File: config.mk
export PLATFORM = sky130hd
export DESIGN_NAME = alu_seq
export DESIGN_NICKNAME = d
export VERILOG_FILES = /design/src/rtl/alu_seq.sv
export SDC_FILE = /design/constraint.sdc
export NUM_CORES = 1
export LEC_CHECK = 0
export CAP_MARGIN = 5
export CORE_MARGIN = 2
export CORE_UTILIZATION = 31
export DETAILED_ROUTE_END_ITERATION = 6
export SETUP_SLACK_MARGIN = 0.1
export SYNTH_ARGS = -nofsm -noshare
export SYNTH_HDL_FRONTEND = slang
export SYNTH_SLANG_ARGS = --single-unit
File: constraint.sdc
create_clock -name clk -period 3.2 [get_ports clk]
set_input_delay 0.96 -clock clk [delete_from_list [all_inputs] [get_ports clk]]
set_output_delay 0.96 -clock clk [all_outputs]
set_load 0.02 [all_outputs]
File: src/rtl/alu_seq.sv
`default_nettype none
// +----------------------------------------------------------------------------+
// | Module   : alu_seq                                                         |
// | Brief    : Sequential ALU; bit-serial shift-left and shift-add multiply.   |
// | Revision : 1.0                                                             |
// +----------------------------------------------------------------------------+
module alu_seq #(
    parameter int WIDTH = 32,
    parameter int SH_W  = 5
) (
    input  logic             clk,
    input  logic             rst_n,
    input  logic             start,
    input  logic [3:0]       Upr_ALU,
    input  logic [WIDTH-1:0] A,
    input  logic [WIDTH-1:0] B,
    output logic             ready,
    output logic             valid,
    output logic [WIDTH-1:0] Out_ALU,
    output logic             C,
    output logic             err
);

    localparam logic [1:0] c_st_idle = 2'd0;
    localparam logic [1:0] c_st_exec = 2'd1;
    localparam logic [1:0] c_st_done = 2'd2;

    localparam logic [3:0] c_op_zero = 4'd0;
    localparam logic [3:0] c_op_add  = 4'd1;
    localparam logic [3:0] c_op_sub  = 4'd2;
    localparam logic [3:0] c_op_and  = 4'd3;
    localparam logic [3:0] c_op_or   = 4'd4;
    localparam logic [3:0] c_op_gt   = 4'd5;
    localparam logic [3:0] c_op_eq   = 4'd6;
    localparam logic [3:0] c_op_shl  = 4'd7;
    localparam logic [3:0] c_op_mul  = 4'd8;

    logic [1:0]       r_state;
    logic [1:0]       w_state_nxt;
    logic [WIDTH-1:0] r_a;
    logic [WIDTH-1:0] r_b;
    logic [WIDTH-1:0] r_acc;
    logic [3:0]       r_op;
    logic [SH_W-1:0]  r_cnt;

    logic             w_last;
    logic [WIDTH:0]   w_sum;
    logic [WIDTH:0]   w_diff;
    logic [SH_W-1:0]  w_shamt;
    logic [SH_W-1:0]  w_cap_shamt;
    logic [WIDTH-1:0] w_shl;
    logic [WIDTH-1:0] w_mul_acc;
    logic [WIDTH-1:0] w_res;
    logic             w_c;
    logic             w_err;
    logic [SH_W-1:0]  w_cnt_init;

    assign ready = (r_state == c_st_idle);
    assign valid = (r_state == c_st_done);

    always_ff @(posedge clk or negedge rst_n) begin
        if (!rst_n) begin
            r_state <= c_st_idle;
        end else begin
            r_state <= w_state_nxt;
        end
    end

    always_comb begin
        w_state_nxt = r_state;
        case (r_state)
            c_st_idle: if (start) w_state_nxt = c_st_exec;
            c_st_exec: if (w_last) w_state_nxt = c_st_done;
            c_st_done: w_state_nxt = c_st_idle;
            default:   w_state_nxt = c_st_idle;
        endcase
    end

    // r_cnt holds the number of EXEC cycles still to run after the current one
    assign w_last      = (r_cnt == '0);
    assign w_sum       = {1'b0, r_a} + {1'b0, r_b};
    assign w_diff      = {1'b0, r_a} - {1'b0, r_b};
    assign w_shamt     = r_b[SH_W-1:0];
    assign w_cap_shamt = B[SH_W-1:0];
    assign w_shl       = (w_shamt != '0) ? (r_a << 1) : r_a;
    assign w_mul_acc   = r_acc + (r_b[0] ? r_a : '0);

    always_comb begin
        w_cnt_init = '0;
        if (Upr_ALU == c_op_shl && w_cap_shamt != '0) begin
            w_cnt_init = w_cap_shamt - SH_W'(1);
        end else if (Upr_ALU == c_op_mul) begin
            w_cnt_init = SH_W'(WIDTH - 1);
        end
    end

    always_comb begin
        w_res = '0;
        w_c   = 1'b0;
        w_err = 1'b0;
        case (r_op)
            c_op_zero: w_res = '0;
            c_op_add:  begin w_res = w_sum[WIDTH-1:0];  w_c = w_sum[WIDTH];  end
            c_op_sub:  begin w_res = w_diff[WIDTH-1:0]; w_c = w_diff[WIDTH]; end
            c_op_and:  w_res = r_a & r_b;
            c_op_or:   w_res = r_a | r_b;
            c_op_gt:   w_c = (r_a > r_b);
            c_op_eq:   w_c = (r_a == r_b);
            c_op_shl:  w_res = w_shl;
            c_op_mul:  w_res = w_mul_acc;
            default:   w_err = 1'b1;
        endcase
    end

    always_ff @(posedge clk or negedge rst_n) begin
        if (!rst_n) begin
            r_a     <= '0;
            r_b     <= '0;
            r_acc   <= '0;
            r_op    <= '0;
            r_cnt   <= '0;
            Out_ALU <= '0;
            C       <= 1'b0;
            err     <= 1'b0;
        end else begin
            case (r_state)
                c_st_idle: begin
                    if (start) begin
                        r_a   <= A;
                        r_b   <= B;
                        r_op  <= Upr_ALU;
                        r_acc <= '0;
                        r_cnt <= w_cnt_init;
                    end
                end
                c_st_exec: begin
                    if (r_op == c_op_shl) begin
                        r_a <= w_shl;
                    end
                    if (r_op == c_op_mul) begin
                        r_acc <= w_mul_acc;
                        r_a   <= r_a << 1;
                        r_b   <= r_b >> 1;
                    end
                    if (w_last) begin
                        Out_ALU <= w_res;
                        C       <= w_c;
                        err     <= w_err;
                    end else begin
                        r_cnt <= r_cnt - SH_W'(1);
                    end
                end
                default: ;
            endcase
        end
    end

endmodule
`default_nettype wire

== After elaboration in Yosys (flattened, before gate mapping) ==
Cells that the tools add are included.

* Add/sub/neg operators: 5
* $mul: 0
* Divide/modulo/power cells: 0
* Magnitude comparators: 1
* Equality and inequality tests: 18
* Shift operators: 0
* Multiplexer cells: 23
* Bitwise logic cells: 2
* Reduce and logical (&&, ||, !) cells: 14

{| class="wikitable"
|+ Operator list
! kind !! count
|-
| 32-bit two-way mux || 9
|-
| 32-bit one-hot mux with 2 select lines || 3
|-
| 32-bit one-hot mux with 6 select lines || 1
|-
| 32-bit by 32-bit adder with 33-bit output || 1
|-
| 32-bit by 32-bit subtractor with 33-bit output || 1
|-
| 32-bit adder || 1
|-
| 32-bit AND || 1
|-
| 32-bit == test || 1
|-
| 32-bit > comparator || 1
|-
| 32-bit OR || 1
|-
| 4-bit by 3-bit == test with 1-bit output, second input constant || 5
|-
| 5-bit two-way mux || 4
|-
| 5-bit one-hot mux with 2 select lines || 1
|-
| 5-bit nonzero test || 2
|-
| 5-bit by 1-bit subtractor with 5-bit output, second input constant || 2
|-
| 3-bit AND reduction || 3
|-
| 9-bit OR reduction || 1
|-
| 4-bit by 2-bit == test with 1-bit output, second input constant || 2
|-
| 4-bit == test, second input constant || 2
|-
| 2-bit != test, second input constant || 4
|-
| 2-bit AND reduction || 3
|-
| 5-bit zero test || 1
|-
| 4-bit by 1-bit == test with 1-bit output, second input constant || 1
|-
| 4-bit zero test || 1
|-
| 10 further kinds || 11
|}

* Register bits after elaboration: 141
* Latch bits: 0
* RAM bits: 0
* Memory bits (read-only): 0
* Output and inout port bits: 36
* Word-level logic and storage cells: 72
* Memories: 0

== Longest topological paths before layout ==
* Depth after elaboration: 5
* Gate-level depth with buffers: 15
* Depth with buffers taken out: 13

== Least setup slack after synthesis ==
No wires, ideal clock.

* Path type: reg2reg
* Start point: register r_b[0]
* End point: register Out_ALU[22]
* Setup time: 0.124 ns
* Data arrival time: 3.153 ns
* Required time: 3.076 ns
* Path slack: -0.077 ns
* Cell stages (with the launch flop): 15
* Path through: dfrtp_1 -> inv_1 -> buf_1 -> nor2_1 -> fa_1 -> a21oi_1 -> o22ai_1 -> o41ai_2 -> a21oi_1 -> a41oi_2 -> nor2_1 -> xnor2_1 -> a221o_1 -> a22oi_1 -> nand2_1

* Cells in the longest elaborated chain, start to end: 3
* Elaborated cells between the ends (all ways): 7

{| class="wikitable"
|+ RTL lines
! item !! line !! text
|-
| start, declared || 41 || <nowiki>logic [WIDTH-1:0] r_b;</nowiki>
|-
| start signal, assigned || 143 || <nowiki>r_b <= r_b >> 1;</nowiki>
|-
| 32-bit two-way mux / 5-bit nonzero test (equally long branches) || 86, 85 ||
|-
| 32-bit adder / 32-bit two-way mux (equally long branches) || 86, 85 ||
|-
| 32-bit one-hot mux with 6 select lines (*) || 101 || <nowiki>case (r_op)</nowiki>
|-
| end signal, assigned || 146 || <nowiki>Out_ALU <= w_res;</nowiki>
|-
| end, declared || 19 || <nowiki>output logic [WIDTH-1:0] Out_ALU,</nowiki>
|}

Every way passes the cells marked *; elsewhere a longest branch is shown, timed or not.
A chain may end at the register's enable or synchronous reset.

== Worst setup path in the final report ==
* Start point: register r_b[0]
* End point: register Out_ALU[31]

The elaborated chain is that of the path after synthesis.

==> results.sh <==
export IMPL_violations="setup timing"
export IMPL_fin_util=0.440
export IMPL_worstSkewPairLatency_ns=0.47
export IMPL_leakage_nw=8.20
export IMPL_grt_ovfl_total=0
export IMPL_yosys_area_top_type="dfrtp_1"
export IMPL_drc=0
export IMPL_via_per_inst=5.67
export IMPL_period_minus_slack_ns=3.33
export IMPL_cts_buffers_inserted=17
export IMPL_cts_hold_buf=0
export IMPL_setup_viol=11
export IMPL_cp_arrival_ns=3.67
export IMPL_rsz0062_at_grt="true"
export IMPL_drt_pass1_iterations=5
export IMPL_final_antenna_net_count=0
export IMPL_finalCritPeriodShare=1.04
export IMPL_rows=75
export IMPL_grt_pass1_vias=14000
export IMPL_grt_pass1_wl_um=83300
export IMPL_worst_slew_pin_slew_ns=1.20
export IMPL_core_area_sq_um=42100
export IMPL_yosysSeqAreaShare=0.265
export IMPL_synth_area_top_cells="dfrtp_1 (27%), ha_1 (13%), a21oi_1 (6.5%)"
export IMPL_p_per_area_nw_per_um2=1350
export IMPL_hold_viol_final=0
export IMPL_fin_setup_tns_ns=-0.897
export IMPL_clock_sinks=141
export IMPL_wl_per_cell_um=21.9
export IMPL_synth_edf_count=0
export IMPL_syn_area_per_cell_sq_um=7.76
export IMPL_cts_tree="done"
export IMPL_path_class="reg -> reg"
export IMPL_async_flop_share=1.00
export IMPL_detail_route_wirelength_um=56200
export IMPL_synth_warnings=0
export IMPL_yosys_area_top_type_share=0.265
export IMPL_grt_use_total=0.246
export IMPL_status="finished, violations left"
export IMPL_clkTransAtPathRegs_ns=0.07
export IMPL_syn_inst=1715
export IMPL_synth_seq_cells=141
export IMPL_maxCapViolCount=0
export IMPL_routabilityCongestion=0.961
export IMPL_portBuffers=106
export IMPL_ys_types=77
export IMPL_holdCritPathClass="in -> async"
export IMPL_critPathCaptureType="flop"
export IMPL_synth_nets=1924
export IMPL_nets=2229
export IMPL_dp_hpwl_um=42200
export IMPL_die_y_um=211
export IMPL_crit_slowest_cell="dfrtp_2"
export IMPL_cts_root_buf="clkbuf_16"
export IMPL_num_io_pins=107
export IMPL_num_antenna_cells=0
export IMPL_areaGrowthSynthToFinish_pct=39.3
export IMPL_timing_final_ws_setup_ns=-0.129
export IMPL_drive_above_1_share=0.242
export IMPL_vdd_drop_max_v=0.000837
export IMPL_grt_max_degree=62
export IMPL_critPathLaunchType="flop"
export IMPL_slew_viol_final=0
export IMPL_critPathMaxFanout=5
export IMPL_clockBufferDepth=2
export IMPL_vias=14600
export IMPL_start_util=0.316
export IMPL_synthTopCellsByCount="nor2_1 (181), nand2_1 (179), a21oi_1 (174)"
export IMPL_slew_headroom=0.201
export IMPL_ys_flop_type="dfrtp_1"
export IMPL_syn_area_sq_um=13300
export IMPL_path_common_cell="a31oi_4"
export IMPL_crit_buf_inv=3
export IMPL_required_ns=3.54
export IMPL_dieWidth_um=211
export IMPL_htree_num_levels=4
export IMPL_critical_path_max_stage_delay_ns=0.44
export IMPL_yosysMostFrequentCell="nor2_1"
export IMPL_place_ws_ns=-0.371
export IMPL_antenna_found_initial=1
export IMPL_cp_top_family="compound AO/OA/AOI/OAI gates"
export IMPL_fmax_mhz=300
export IMPL_whs_ns=0.394
export IMPL_die_area_sq_um=44600
export IMPL_fin_skew_ns=0.0159
export IMPL_cp_cell_sequence="clkinvlp_4 > buf_6 > buf_8 > nor2_4 > ha_4 > a21oi_2 > o21ai_2 > a31oi_4 > o31ai_4 > a211o_1 > a31oi_4 > nor4b_2 > or3_4 > xnor2_2 > o22ai_1"
export IMPL_drt_iter0_drc=1325
[layout make-up]
class                   instances  area, sq um
clock inverters                13          166
multi-input cells            1360         9980
fillers                      4115        23600
well taps                     539          674
repair inverters                1         7.51
repair buffers                390         3320
clock buffers                  19          443
inverters                     109          413
flip-flops and latches        141         3540
[kinds of logic after synthesis]
| group | after synthesis | synth area share |
|---|---|---|
| buffers and inverters | 214 | 0.0617 |
| adders and majority gates | 138 | 0.131 |
| muxes | 65 | 0.0490 |
| and+or+nand+nor | 528 | 0.177 |
| xor gates and xnor gates | 49 | 0.0322 |
| AOI/OAI and AO/OA | 580 | 0.283 |
| DFF | 141 | 0.265 |
[where the power goes]
part / internal (W) / switching [W]
Clock: 0.00125 / 0.000900
Combinational: 0.00837 / 0.0112
Sequential: 0.00248 / 0.000748
[path summary, 6_finish.rpt]
kind / start / end / slack [ns] / cells after the start
max in group asynchronous: rst_n / r_acc[28] / 2.09 / 2
worst max register to register: r_b[0] / Out_ALU[31] / -0.13 / 15
worst max-delay path: r_b[0] / Out_ALU[31] / -0.13 / 15
worst min register to register: Out_ALU[12] / Out_ALU[12] / 0.48 / 2
min in group clk: Out_ALU[12] / Out_ALU[12] / 0.48 / 2
worst min-delay path: rst_n / r_cnt[2] / 0.39 / 1
[worst register-to-register path: stages (launching register included)]
cell and delay [ns]:
dfrtp_2 0.44, clkinvlp_4 0.15, buf_6 0.16, buf_8 0.14, nor2_4 0.13, ha_4 0.23
a21oi_2 0.14, o21ai_2 0.09, a31oi_4 0.21, o31ai_4 0.11, a211o_1 0.37, a31oi_4 0.22
nor4b_2 0.08, or3_4 0.40, xnor2_2 0.19, o22ai_1 0.12
[placed cells by master, fill, tap and decap left out, types with 11 or more instances in the layout]
cell             count
buf_4              262
nand2_1            175
nor2_1             161
a21oi_1            151
dfrtp_1            134
ha_1               114
clkdlybuf4s50_1    105
inv_1              100
o21ai_0             87
mux2i_1             64
nand3_1             49
o221ai_1            39
o22ai_1             33
xnor2_1             29
o21ai_1             28
a21o_1              27
o21bai_1            23
nor3_1              22
a21oi_2             18
ha_4                18
buf_6               18
clkbuf_16           17
a221o_1             16
o31ai_1             14
nor4_1              12
o21ai_2             11
a31oi_1             11
[per-stage QoR]
step | total power, W | cell area (sq um) | std cells
4_1_cts | 0.0227 | 17500 | 2541
5_1_grt | 0.0265 | 18500 | 2572
3_3_place_gp | 0.0198 | 16500 | 2494
3_5_place_dp | 0.0199 | 16500 | 2494
6_report | 0.0250 | 18500 | 2572
2_1_floorplan | 0.0131 | 13300 | 1715
[sequential cells by signal (all words and copies together) (netlist names)]
register  cells
r_acc        32
r_cnt         5
r_b          32
r_state       2
r_a          32
Out_ALU      32
r_op          4
C             1
err           1
[layer usage]
metal | part of all wire | wire length, um | track usage | vias to the layer above
met2 | 0.44 | 24900 | 0.373 | 544
li1 | - | - | - | 6806
met1 | 0.48 | 26700 | 0.353 | 7147
met4 | 0.023 | 1310 | 0.0814 | 2
met3 | 0.058 | 3280 | 0.0424 | 77
met5 | 0.00023 | 13 | 0 | -
[repair_timing]
item	CTS	global route
setup endpoints to repair	42	40
pin swaps	29	82
gates resized for setup	48	164
cloned	1	1
setup buffers	14	33
Note: power is estimated with default switching activity, not from simulation.
